### src/rtl/accel_sample_ctrl.sv
// Accelerometer SPI sequencer: writes the three-entry init table once, then issues
// periodic 6-byte burst reads of DATAX0..DATAZ1 and publishes X/Y/Z samples.
module accel_sample_ctrl #(
  parameter int unsigned SAMPLE_DIV = 50000,
  parameter int unsigned TIMEOUT    = 4095,
  parameter logic [7:0]  FORMAT_VAL = 8'h0B,
  parameter logic [7:0]  RATE_VAL   = 8'h0F,
  parameter logic [7:0]  POWER_VAL  = 8'h08
) (
  input  logic        clk,
  input  logic        reset,
  input  logic        run,
  output logic        spi_enable,
  output logic        spi_rw,
  output logic [5:0]  spi_address,
  output logic [7:0]  spi_value,
  input  logic [55:0] spi_buffer,
  input  logic        spi_ready,
  output logic [15:0] sample_x,
  output logic [15:0] sample_y,
  output logic [15:0] sample_z,
  output logic        sample_valid,
  output logic        init_done,
  output logic        busy,
  output logic [7:0]  overrun_count,
  output logic        error
);

  localparam int unsigned TW = (SAMPLE_DIV > 1) ? $clog2(SAMPLE_DIV) : 1;
  localparam int unsigned PW = $clog2(TIMEOUT + 1);
  localparam logic [TW-1:0] TIMER_MAX = TW'(SAMPLE_DIV - 1);
  localparam logic [PW-1:0] PHASE_MAX = PW'(TIMEOUT - 1);

  localparam logic [2:0] ST_IDLE        = 3'd0;
  localparam logic [2:0] ST_ISSUE       = 3'd1;
  localparam logic [2:0] ST_WAIT_RDY    = 3'd2;
  localparam logic [2:0] ST_RELEASE     = 3'd3;
  localparam logic [2:0] ST_SAMPLE_WAIT = 3'd4;
  localparam logic [2:0] ST_FAULT       = 3'd5;

  logic [2:0]    state_r, state_n;
  logic [1:0]    idx_r, idx_n;
  logic [TW-1:0] timer_r, timer_n;
  logic [PW-1:0] phase_r, phase_n;
  logic          pending_r, pending_n;
  logic          enable_r, enable_n, rw_r, rw_n;
  logic [5:0]    addr_r, addr_n;
  logic [7:0]    value_r, value_n, overrun_r, overrun_n;
  logic [15:0]   x_r, x_n, y_r, y_n, z_r, z_n;
  logic          valid_r, valid_n, init_done_r, init_done_n;
  logic          error_r, error_n, busy_r, busy_n;
  logic          tick_s, wrap_s, pend_clear_s;
  logic          buf_unused_s;

  assign buf_unused_s = ^spi_buffer[55:48];

  function automatic logic [5:0] init_addr(input logic [1:0] idx);
    case (idx)
      2'd0:    init_addr = 6'h31;
      2'd1:    init_addr = 6'h2C;
      default: init_addr = 6'h2D;
    endcase
  endfunction

  function automatic logic [7:0] init_value(input logic [1:0] idx);
    case (idx)
      2'd0:    init_value = FORMAT_VAL;
      2'd1:    init_value = RATE_VAL;
      default: init_value = POWER_VAL;
    endcase
  endfunction

  // Next-state, command, capture and sample-timer logic
  always_comb begin
    state_n      = state_r;
    idx_n        = idx_r;
    phase_n      = phase_r;
    enable_n     = enable_r;
    rw_n         = rw_r;
    addr_n       = addr_r;
    value_n      = value_r;
    x_n          = x_r;
    y_n          = y_r;
    z_n          = z_r;
    valid_n      = 1'b0;
    init_done_n  = init_done_r;
    error_n      = error_r;
    pend_clear_s = 1'b0;
    case (state_r)
      ST_IDLE: begin
        if (run && !error_r) begin
          if (!init_done_r) begin
            state_n  = ST_ISSUE;
            enable_n = 1'b1;
            rw_n     = 1'b0;
            addr_n   = init_addr(idx_r);
            value_n  = init_value(idx_r);
          end else begin
            state_n = ST_SAMPLE_WAIT;
          end
        end else begin
          state_n = ST_IDLE;
        end
      end
      ST_ISSUE: begin
        state_n = ST_WAIT_RDY;
        phase_n = '0;
      end
      ST_WAIT_RDY: begin
        if (spi_ready) begin
          enable_n = 1'b0;
          state_n  = ST_RELEASE;
          phase_n  = '0;
          if (rw_r) begin
            x_n     = {spi_buffer[39:32], spi_buffer[47:40]};
            y_n     = {spi_buffer[23:16], spi_buffer[31:24]};
            z_n     = {spi_buffer[7:0],   spi_buffer[15:8]};
            valid_n = 1'b1;
          end else begin
            valid_n = 1'b0;
          end
        end else if (phase_r == PHASE_MAX) begin
          error_n  = 1'b1;
          enable_n = 1'b0;
          state_n  = ST_FAULT;
        end else begin
          phase_n = phase_r + PW'(1);
        end
      end
      ST_RELEASE: begin
        // The next command may only be raised once the master has dropped spi_ready.
        if (!spi_ready) begin
          if (!rw_r) begin
            idx_n = idx_r + 2'd1;
            if (idx_r == 2'd2) begin
              init_done_n = 1'b1;
              state_n     = run ? ST_SAMPLE_WAIT : ST_IDLE;
            end else if (run) begin
              state_n  = ST_ISSUE;
              enable_n = 1'b1;
              addr_n   = init_addr(idx_r + 2'd1);
              value_n  = init_value(idx_r + 2'd1);
            end else begin
              state_n = ST_IDLE;
            end
          end else begin
            state_n = run ? ST_SAMPLE_WAIT : ST_IDLE;
          end
        end else if (phase_r == PHASE_MAX) begin
          error_n  = 1'b1;
          enable_n = 1'b0;
          state_n  = ST_FAULT;
        end else begin
          phase_n = phase_r + PW'(1);
        end
      end
      ST_SAMPLE_WAIT: begin
        if (!run) begin
          state_n = ST_IDLE;
        end else if (pending_r) begin
          pend_clear_s = 1'b1;
          state_n      = ST_ISSUE;
          enable_n     = 1'b1;
          rw_n         = 1'b1;
          addr_n       = 6'h32;
          value_n      = 8'h00;
        end else begin
          state_n = ST_SAMPLE_WAIT;
        end
      end
      ST_FAULT: begin
        state_n  = ST_FAULT;
        enable_n = 1'b0;
      end
      default: begin
        state_n  = ST_IDLE;
        enable_n = 1'b0;
      end
    endcase

    tick_s = init_done_r && run;
    wrap_s = tick_s && (timer_r == TIMER_MAX);
    if (wrap_s) begin
      timer_n = '0;
    end else if (tick_s) begin
      timer_n = timer_r + TW'(1);
    end else begin
      timer_n = timer_r;
    end
    // A wrap coinciding with the read issue re-arms pending without counting an overrun.
    if (wrap_s) begin
      pending_n = 1'b1;
    end else if (pend_clear_s) begin
      pending_n = 1'b0;
    end else begin
      pending_n = pending_r;
    end
    if (wrap_s && pending_r && !pend_clear_s && (overrun_r != 8'hFF)) begin
      overrun_n = overrun_r + 8'd1;
    end else begin
      overrun_n = overrun_r;
    end
    busy_n = (state_n != ST_IDLE);
  end

  // State and registered outputs
  always_ff @(posedge clk or negedge reset) begin
    if (!reset) begin
      state_r     <= ST_IDLE;
      idx_r       <= 2'd0;
      timer_r     <= '0;
      phase_r     <= '0;
      pending_r   <= 1'b0;
      enable_r    <= 1'b0;
      rw_r        <= 1'b0;
      addr_r      <= 6'h00;
      value_r     <= 8'h00;
      overrun_r   <= 8'h00;
      x_r         <= 16'h0000;
      y_r         <= 16'h0000;
      z_r         <= 16'h0000;
      valid_r     <= 1'b0;
      init_done_r <= 1'b0;
      error_r     <= 1'b0;
      busy_r      <= 1'b0;
    end else begin
      state_r     <= state_n;
      idx_r       <= idx_n;
      timer_r     <= timer_n;
      phase_r     <= phase_n;
      pending_r   <= pending_n;
      enable_r    <= enable_n;
      rw_r        <= rw_n;
      addr_r      <= addr_n;
      value_r     <= value_n;
      overrun_r   <= overrun_n;
      x_r         <= x_n;
      y_r         <= y_n;
      z_r         <= z_n;
      valid_r     <= valid_n;
      init_done_r <= init_done_n;
      error_r     <= error_n;
      busy_r      <= busy_n;
    end
  end

  assign spi_enable    = enable_r;
  assign spi_rw        = rw_r;
  assign spi_address   = addr_r;
  assign spi_value     = value_r;
  assign sample_x      = x_r;
  assign sample_y      = y_r;
  assign sample_z      = z_r;
  assign sample_valid  = valid_r;
  assign init_done     = init_done_r;
  assign busy          = busy_r;
  assign overrun_count = overrun_r;
  assign error         = error_r;

endmodule

### config.mk
export PLATFORM = sky130hd
export DESIGN_NAME = accel_sample_ctrl
export DESIGN_NICKNAME = d
export VERILOG_FILES = /design/src/rtl/accel_sample_ctrl.sv
export SDC_FILE = /design/constraint.sdc
export NUM_CORES = 1
export LEC_CHECK = 0
export CORE_MARGIN = 2
export CORE_UTILIZATION = 43
export CTS_CLUSTER_DIAMETER = 120
export DETAILED_ROUTE_END_ITERATION = 6
export PLACE_DENSITY = 0.76
export RECOVER_POWER = 50
export SKIP_CTS_REPAIR_TIMING = 1
export SKIP_LAST_GASP = 1
export SLEW_MARGIN = 20
export SYNTH_ARGS = -nofsm -noshare
export SYNTH_HDL_FRONTEND = slang
export SYNTH_SLANG_ARGS = --single-unit
### constraint.sdc
create_clock -name clk -period 1.9 [get_ports clk]
set_input_delay 0.285 -clock clk [delete_from_list [all_inputs] [get_ports clk]]
set_output_delay 0.285 -clock clk [all_outputs]
set_load 0.01 [all_outputs]
Word level (Yosys, flattened, before mapping)
Cells that the tools add are included.

Bits of input ports: 60. Memory bits (writable): 0. Logic and storage cells: 140. Bits in registers: 110. Bits in latches: 0. ROM bits: 0. Memories: 0.

Shift operators: 0. Divide/modulo/power cells: 0. Multipliers: 0. Equality and inequality tests: 24. Bitwise operators: 3. Order comparisons: 0. Mux-type cells: 66. $add $sub $neg: 4. Reductions and logical operators: 26.

Operator list (number): 2-to-1 mux 8 bit (8); 2-to-1 mux 6 bit (8); 2-to-1 mux 12 bit (3); case mux 12 bit (3 select lines) (1); 2-to-1 mux 16 bit (2); 2-to-1 mux 3 bit (10); 2-to-1 mux 1 bit (24); case mux 8 bit (3 select lines) (1); inequality test 2 bit (second input constant) (10); case mux 5 bit (2 select lines) (2); case mux 3 bit (6 select lines) (1); case mux 6 bit (3 select lines) (1); adder 16 x 1 -> 16 bit (second input constant) (1); equality test 16 bit (second input constant) (1); adder 12 x 1 -> 12 bit (second input constant) (1); equality test 12 bit (second input constant) (1); case mux 3 bit (2 select lines) (2); inequality test 3 bit (second input constant) (3); AND reduction 3 bit (3); AND reduction 9 bit (1); nonzero test 3 bit (3); adder 8 x 1 -> 8 bit (second input constant) (1); inequality test 8 bit (second input constant) (1); AND reduction 8 bit (1); 17 further kinds (33).

Logic depth before layout (Yosys ltp)
Gate-level depths: netlist of run 1.

Depth after elaboration: 8. Mapped depth: 8. Gate-level depth less buffers: 7.

Worst setup path before layout of run 1
No wires, ideal clock.

Kind: reg-to-reg. From: register phase_r[0]. To: register enable_r (netlist: spi_enable). Library setup time: 0.124 ns. Required time: 1.776 ns. Cell stages (with the launch flop): 9. Clock period less this slack: 1.893 ns. Setup slack: 0.007 ns. Arrival: 1.769 ns. Path through: dfrtp_1 > inv_1 > ha_1 > nand3_1 > or4_4 > buf_6 > o2111a_1 > o21a_1 > a211o_1.

Longest elaborated chain between the ends: 4.

RTL lines: start, declared (RTL line 44) `logic [PW-1:0] phase_r, phase_n;`; start signal, assigned (RTL line 230) `phase_r <= phase_n;`; equality test 12 bit * (RTL line 122, 149); 2-to-1 mux 1 bit *; 2-to-1 mux 1 bit, on equally long branches; case mux 1 bit (5 select lines) *; end signal, assigned (RTL line 232) `enable_r <= enable_n;`; end, declared (RTL line 46) `logic enable_r, enable_n, rw_r, rw_n;`.

Every way passes the cells marked *; elsewhere a longest branch is shown, timed or not. A chain may end at the register's enable or synchronous reset.

Worst setup path after layout of run 1
Ends and elaborated chain as after synthesis.

==> results of run 1 <==
[where the power goes]
part	leakage (nW)	switching, mW	internal (mW)
clock network	0.104	0.754	0.744
logic	1.69	1.05	1.03
registers	1.40	0.195	2.44
[path summary, 6_finish.rpt]
check                               startpoint             end  depth (start not counted)
worst max-delay path                phase_r[0]      spi_enable                          7
worst max register to register      phase_r[0]      spi_enable                          7
worst min-delay path                     reset        idx_r[0]                          2
min in group clk                spi_buffer[24]     sample_y[0]                          3
worst min register to register  spi_address[5]  spi_address[5]                          1
max in group asynchronous                reset    sample_x[14]                          2
[logic make-up after synthesis]
family | synth area share (%)
adder cells (fa/ha/maj) | 2.63
multiplexers | 0.685
buffers and inverters | 3.79
flip-flops | 54.8
AO/OA/AOI/OAI | 7.59
AND/OR/NAND/NOR | 25.5
XOR/XNOR | 4.98
other | 0.0789
[cell usage after synthesis (3+ instances only)]
master    count  share of area [%]
nand2_1     166                 13
nor3_1       10                1.1
inv_1        11               0.87
nor2b_1       3               0.40
buf_2         6               0.63
a21o_1        3               0.47
o21a_1        4               0.63
and4_1        3               0.55
clkbuf_1     14                1.1
nand4_1       8                1.1
and3_1        8                1.1
o221ai_1      4               0.74
xnor2_1      21                3.9
o21ai_0      16                1.7
nor2_1       30                2.4
xor2_1        6                1.1
dfrtp_1     104                 55
ha_1         10                2.6
buf_4         6               0.95
nand3_1      22                2.3
a31oi_1       3               0.40
a21oi_1      11                1.2
[metal layers]
metal	up-vias	GRT usage (%)	wire length (um)
met1	1942	24.1	4720
met3	25	4.36	663
met2	141	32.3	5530
li1	1976	-	-
met5	-	0	0
met4	0	10.4	307
[cell type report]
cell class              instances  area share, %
well taps                     140           2.66
repair buffers                165           23.6
clock buffers                  11           1.99
flip-flops and latches        104           39.5
inverters                      11          0.626
multi-input cells             368           30.4
clock inverters                 5           1.23
[registers in the layout (all words and copies together), names as in the netlist, 2 cells and up]
register and flops:
sample_y 16, spi_address 5, spi_value 3, overrun_count 8, sample_z 16, phase_r 12, state_r 3, timer_r 16
sample_x 16, idx_r 2
[per-stage QoR]
| step | total power, mW | setup TNS (ns) |
|---|---|---|
| 2_1_floorplan | 3.79 | 0 |
| 3_3_place_gp | 4.68 | -3.00 |
| 3_5_place_dp | 4.75 | -4.49 |
| 4_1_cts | 6.25 | -0.0222 |
| 5_1_grt | 6.59 | -0.344 |
| 6_report | 6.21 | 0 |
==> metrics.yaml, run 1 <==
sta:
  drv_slew: 0
  holdWs_ns: 0.350
  rsz0062_at_grt: "true"
  setup_viol: 0
  period_share_pct: 98.7
  setup_ws_ns: 0.0243
  max_slew_margin_pct: 7.66
  min_period_ns: 1.88
  fin_skew_ns: 0.00954
  max_slew.worst_pin.slew_ns: 1.39
  hold_viol: 0
  fmax_ghz: 0.533
synth:
  synthCells: 507
  ys.flop_type: "dfrtp_1"
  async_reset_ff_share_pct: 100
  synth-edff-count: 0
  yosys.cell_types.count: 53
  ys_seq_area_share_pct: 54.8
  syn_avg_cell_area_um2: 9.37
  ys_warn_count: 0
  synth-seq-cells: 104
  syn_area_um2: 4750
critical_path:
  cp-start-kind: "register"
  timing.critical_path.buf_inv: 1
  critPathTopFamily: "compound AO/OA/AOI/OAI gates"
  path_class: "reg2reg"
  end_kind: "register"
  ff2ff_setup_slack_ns: 0.02
  worstPathCellList: "inv_1 -> ha_1 -> nand3_2 -> or4_4 -> o2111a_1 -> o21a_1 -> a211o_1"
  cp_slowest_cell: "or4_4"
  crit_required_ns: 2.16
  path_max_fanout: 3
  crit_path_max_incr_delay_ns: 0.45
  arrival_ns: 2.14
drt:
  via_per_inst: 5.08
  drtIter0Drc: 239
  drcViolationCount: 0
  firstDrtPassIters: 6
  dr_total_vias: 4084
  wl_per_cell_um: 14.0
  finalWirelength_mm: 11.2
  ant_nets: 0
global_routing:
  first_global_vias: 4012
  grtUsageTotal_pct: 19.7
  grt_max_degree: 105
  antenna_found_initial: 0
  grt_pass1_wl_mm: 18.4
  grt_overflow: 0
layout:
  post-route-util_pct: 61.1
  nNetsFinal: 729
  n_fill_cell: 899
  post_route_cells_drive_above_1_share_pct: 10.4
  diodes: 0
  syn2layout_area_growth_pct: 38.8
  multiInputGateArea_um2: 2000
  regArea_um2: 2600
  final_cell_mix: "nand2_1 (166), dfrtp_1 (104), clkdlybuf4s50_1 (102)"
  final_cells: 804
  finalInstanceArea_um2: 6590
  final_common_cell: "nand2_1"
die:
  die_w_um: 109
  start_util_pct: 44.0
  io_pins: 136
  core_um2: 10800
  std_cell_rows: 38
  die_y_um: 109
  die_area_um2: 11900
placed_design:
  placed_cell_area_um2: 6370
  io_buffers: 123
  place_congestion: 0.902
  post-place-ws_ns: -0.254
  hpwl_mm: 8.10
  dp.cells: 786
job:
  cap_viol_max_count: 0
clock_tree:
  clockRootBuffer: "clkbuf_8"
  clockBufferDepth: 2
  cts_sinks: 104
  clk_latency_ns: 0.38
  clk_pin_slew_ns: 0.09
  cts_made_buffers: 9
  cts_tree: "built"
  htree_levels: 3
min_path:
  min_path_type: "in2async"
outcome:
  status: "finished, final reports clean"
power_and_ir_drop:
  p_leak_nw: 3.20
  vdd_drop_max_uv: 511
  pwr_density_cell_nw_per_um2: 942
No activity file was read; power rests on OpenSTA's default activity.
==> run 2: changes to the inputs <==
--- a/config.mk
+++ b/config.mk
@@ -5,12 +5,14 @@
 export SDC_FILE = /design/constraint.sdc
 export NUM_CORES = 1
 export LEC_CHECK = 0
+export CORE_ASPECT_RATIO = 0.9
 export CORE_MARGIN = 2
-export CORE_UTILIZATION = 43
+export CORE_UTILIZATION = 51
 export CTS_CLUSTER_DIAMETER = 120
 export DETAILED_ROUTE_END_ITERATION = 6
-export PLACE_DENSITY = 0.76
+export PLACE_DENSITY = 0.85
 export RECOVER_POWER = 50
+export SETUP_SLACK_MARGIN = 0.02
 export SKIP_CTS_REPAIR_TIMING = 1
 export SKIP_LAST_GASP = 1
 export SLEW_MARGIN = 20
==> constraint.sdc (replaced) <==
create_clock -name clk -period 2.23 [get_ports clk]
set_input_delay 0.3345 -clock clk [delete_from_list [all_inputs] [get_ports clk]]
set_output_delay 0.3345 -clock clk [all_outputs]
set_load 0.01 [all_outputs]
==> run 2 against run 1 <==
Net effect:
- design area fell by 2.9%
- clock-buffer cell count fell by 2
- via count fell by 0.95%
- flip-flop and latch count did not move
- largest power group unchanged
- sequential power fell by 13%
- final cell count fell by 4.4%
- worst hold slack improved by 0.11 ns
- die area fell by 15%
- wire length rose by 1.2%
- clock skew rose by 0.00051 ns
- setup slack improved by 0.19 ns
- non-clock buffer count fell by 17
==> metrics.yaml, run 2 (synthesis gave the netlist of run 1 again) <==
outcome:
  status: "finished, final reports clean"
die:
  core_um2: 9080
  die_y_um: 95.6
  std_cell_rows: 33
  die_w_um: 106
  start_util_pct: 52.3
  die_area_um2: 10100
  io_pins: 136
clock_tree:
  clk_pin_slew_ns: 0.10
  clockRootBuffer: "clkbuf_8"
  cts_sinks: 104
  clockBufferDepth: 2
  cts_made_buffers: 9
  clk_latency_ns: 0.36
  htree_levels: 3
  cts_tree: "built"
global_routing:
  antenna_found_initial: 0
  grt_overflow: 0
  grt_max_degree: 43
  grt_pass1_wl_mm: 18.2
  first_global_vias: 3816
  grtUsageTotal_pct: 22.6
sta:
  max_slew.worst_pin.slew_ns: 1.00
  drv_slew: 0
  tns_ns: 0
  fin_skew_ns: 0.0100
  fmax_ghz: 0.497
  rsz0062_at_grt: "false"
  min_period_ns: 2.01
  hold_viol: 0
  setup_viol: 0
  period_share_pct: 90.2
  max_slew_margin_pct: 33.0
min_path:
  min_path_type: "reg2reg"
critical_path:
  critPathTopFamily: "simple AND/OR/NAND/NOR gates"
  cp_slowest_cell: "or4_4"
  r2r_cells: 7
  end_kind: "register"
  cp-start-kind: "register"
  endpoint: "spi_enable"
  timing.critical_path.buf_inv: 1
  arrival_ns: 2.26
  path_max_fanout: 8
  cp-startpoint: "phase_r[0]"
  crit_required_ns: 2.48
  worstPathCellList: "inv_1 -> ha_1 -> nand3_1 -> or4_4 -> o2111a_1 -> o21a_1 -> a211o_1"
  crit_path_max_incr_delay_ns: 0.51
  r2r-start: "phase_r[0]"
  r2r_end: "spi_enable"
  ff2ff_setup_slack_ns: 0.22
  path_class: "reg2reg"
  cp.depth: 7
drt:
  wl_per_cell_um: 14.8
  finalWirelength_mm: 11.4
  firstDrtPassIters: 4
  via_per_inst: 5.26
  ant_nets: 0
  dr_total_vias: 4045
  drcViolationCount: 0
  drtIter0Drc: 172
layout:
  post_route_cells_drive_above_1_share_pct: 7.57
  syn2layout_area_growth_pct: 34.8
  finalInstanceArea_um2: 6400
  final_common_cell: "nand2_1"
  nNetsFinal: 712
  final_cell_mix: "nand2_1 (166), dfrtp_1 (104), clkdlybuf4s50_1 (99)"
  n_fill_cell: 691
  diodes: 0
power_and_ir_drop:
  comb_power_share_pct: 30.1
  vdd_drop_max_uv: 549
  pwr_density_cell_nw_per_um2: 794
  power.share.sequential_pct: 45.0
  p_leak_nw: 3.09
  switchingPower_mw: 1.65
  p_sw_share_pct: 32.4
  clock_power_share_pct: 25.0
  power_report.internal_total_mw: 3.44
placed_design:
  hpwl_mm: 8.44
  place_congestion: 0.881
  io_buffers: 123
  placed_cell_area_um2: 6220
job:
  cap_viol_max_count: 0
-- run 2: cell types whose count changed in the layout (fill, tap and decap cells not counted), moves of 3 or more --
cell and delta:
buf_4 -20, clkbuf_2 +4, clkdlybuf4s50_1 -3, dlygate4sd3_1 +4
-- run 2: area by class of cell --
cell class	count	area (um2)	area share, %
flip-flops and latches	104	2600	40.6
well taps	122	153	2.38
clock buffers	9	124	1.93
clock inverters	7	95.1	1.48
multi-input cells	368	1980	30.9
repair buffers	148	1410	22.0
inverters	11	41.3	0.645
-- run 2: routing by layer --
metal / track usage, % / routed length (um) / up-vias
met2: 38.8 / 5820 / 120
met3: 5.26 / 550 / 25
met5: 0 / 0 / -
met1: 28.9 / 4740 / 1945
met4: 6.91 / 244 / 0
li1: - / - / 1955
-- run 2: how the worst min path moves through the flow --
stage                         from          endpoint  slack (ns)  cells after the start
finish              spi_address[5]    spi_address[5]        0.46                      1
floorplan                    reset              busy        0.04                      0
global placement             reset        timer_r[3]        0.36                      1
detailed placement           reset  overrun_count[5]        0.36                      1
global route        spi_buffer[22]      sample_y[14]        0.48                      3
CTS                          reset  overrun_count[2]       -0.04                      1
-- run 2: power groups by stage --
stage	clock network [mW]	logic (mW)	registers, mW
2_1_floorplan	0	0.946	2.28
3_3_place_gp	0	1.46	2.31
3_5_place_dp	0	1.53	2.32
4_1_cts	1.30	1.55	2.28
5_1_grt	1.38	1.69	2.32
6_report	1.27	1.53	2.29
-- run 2: through the flow --
stage	power, mW	hold slack, ns	util [%]	std cells	setup WS (ns)
2_1_floorplan	3.23	0.0389	-	510	0.337
3_3_place_gp	3.77	0.356	68.5	752	0.104
3_5_place_dp	3.85	0.361	68.5	752	0.0401
4_1_cts	5.13	-0.0396	70.9	768	0.222
5_1_grt	5.39	0.481	70.5	769	0.106
6_report	5.08	0.464	70.5	769	0.218
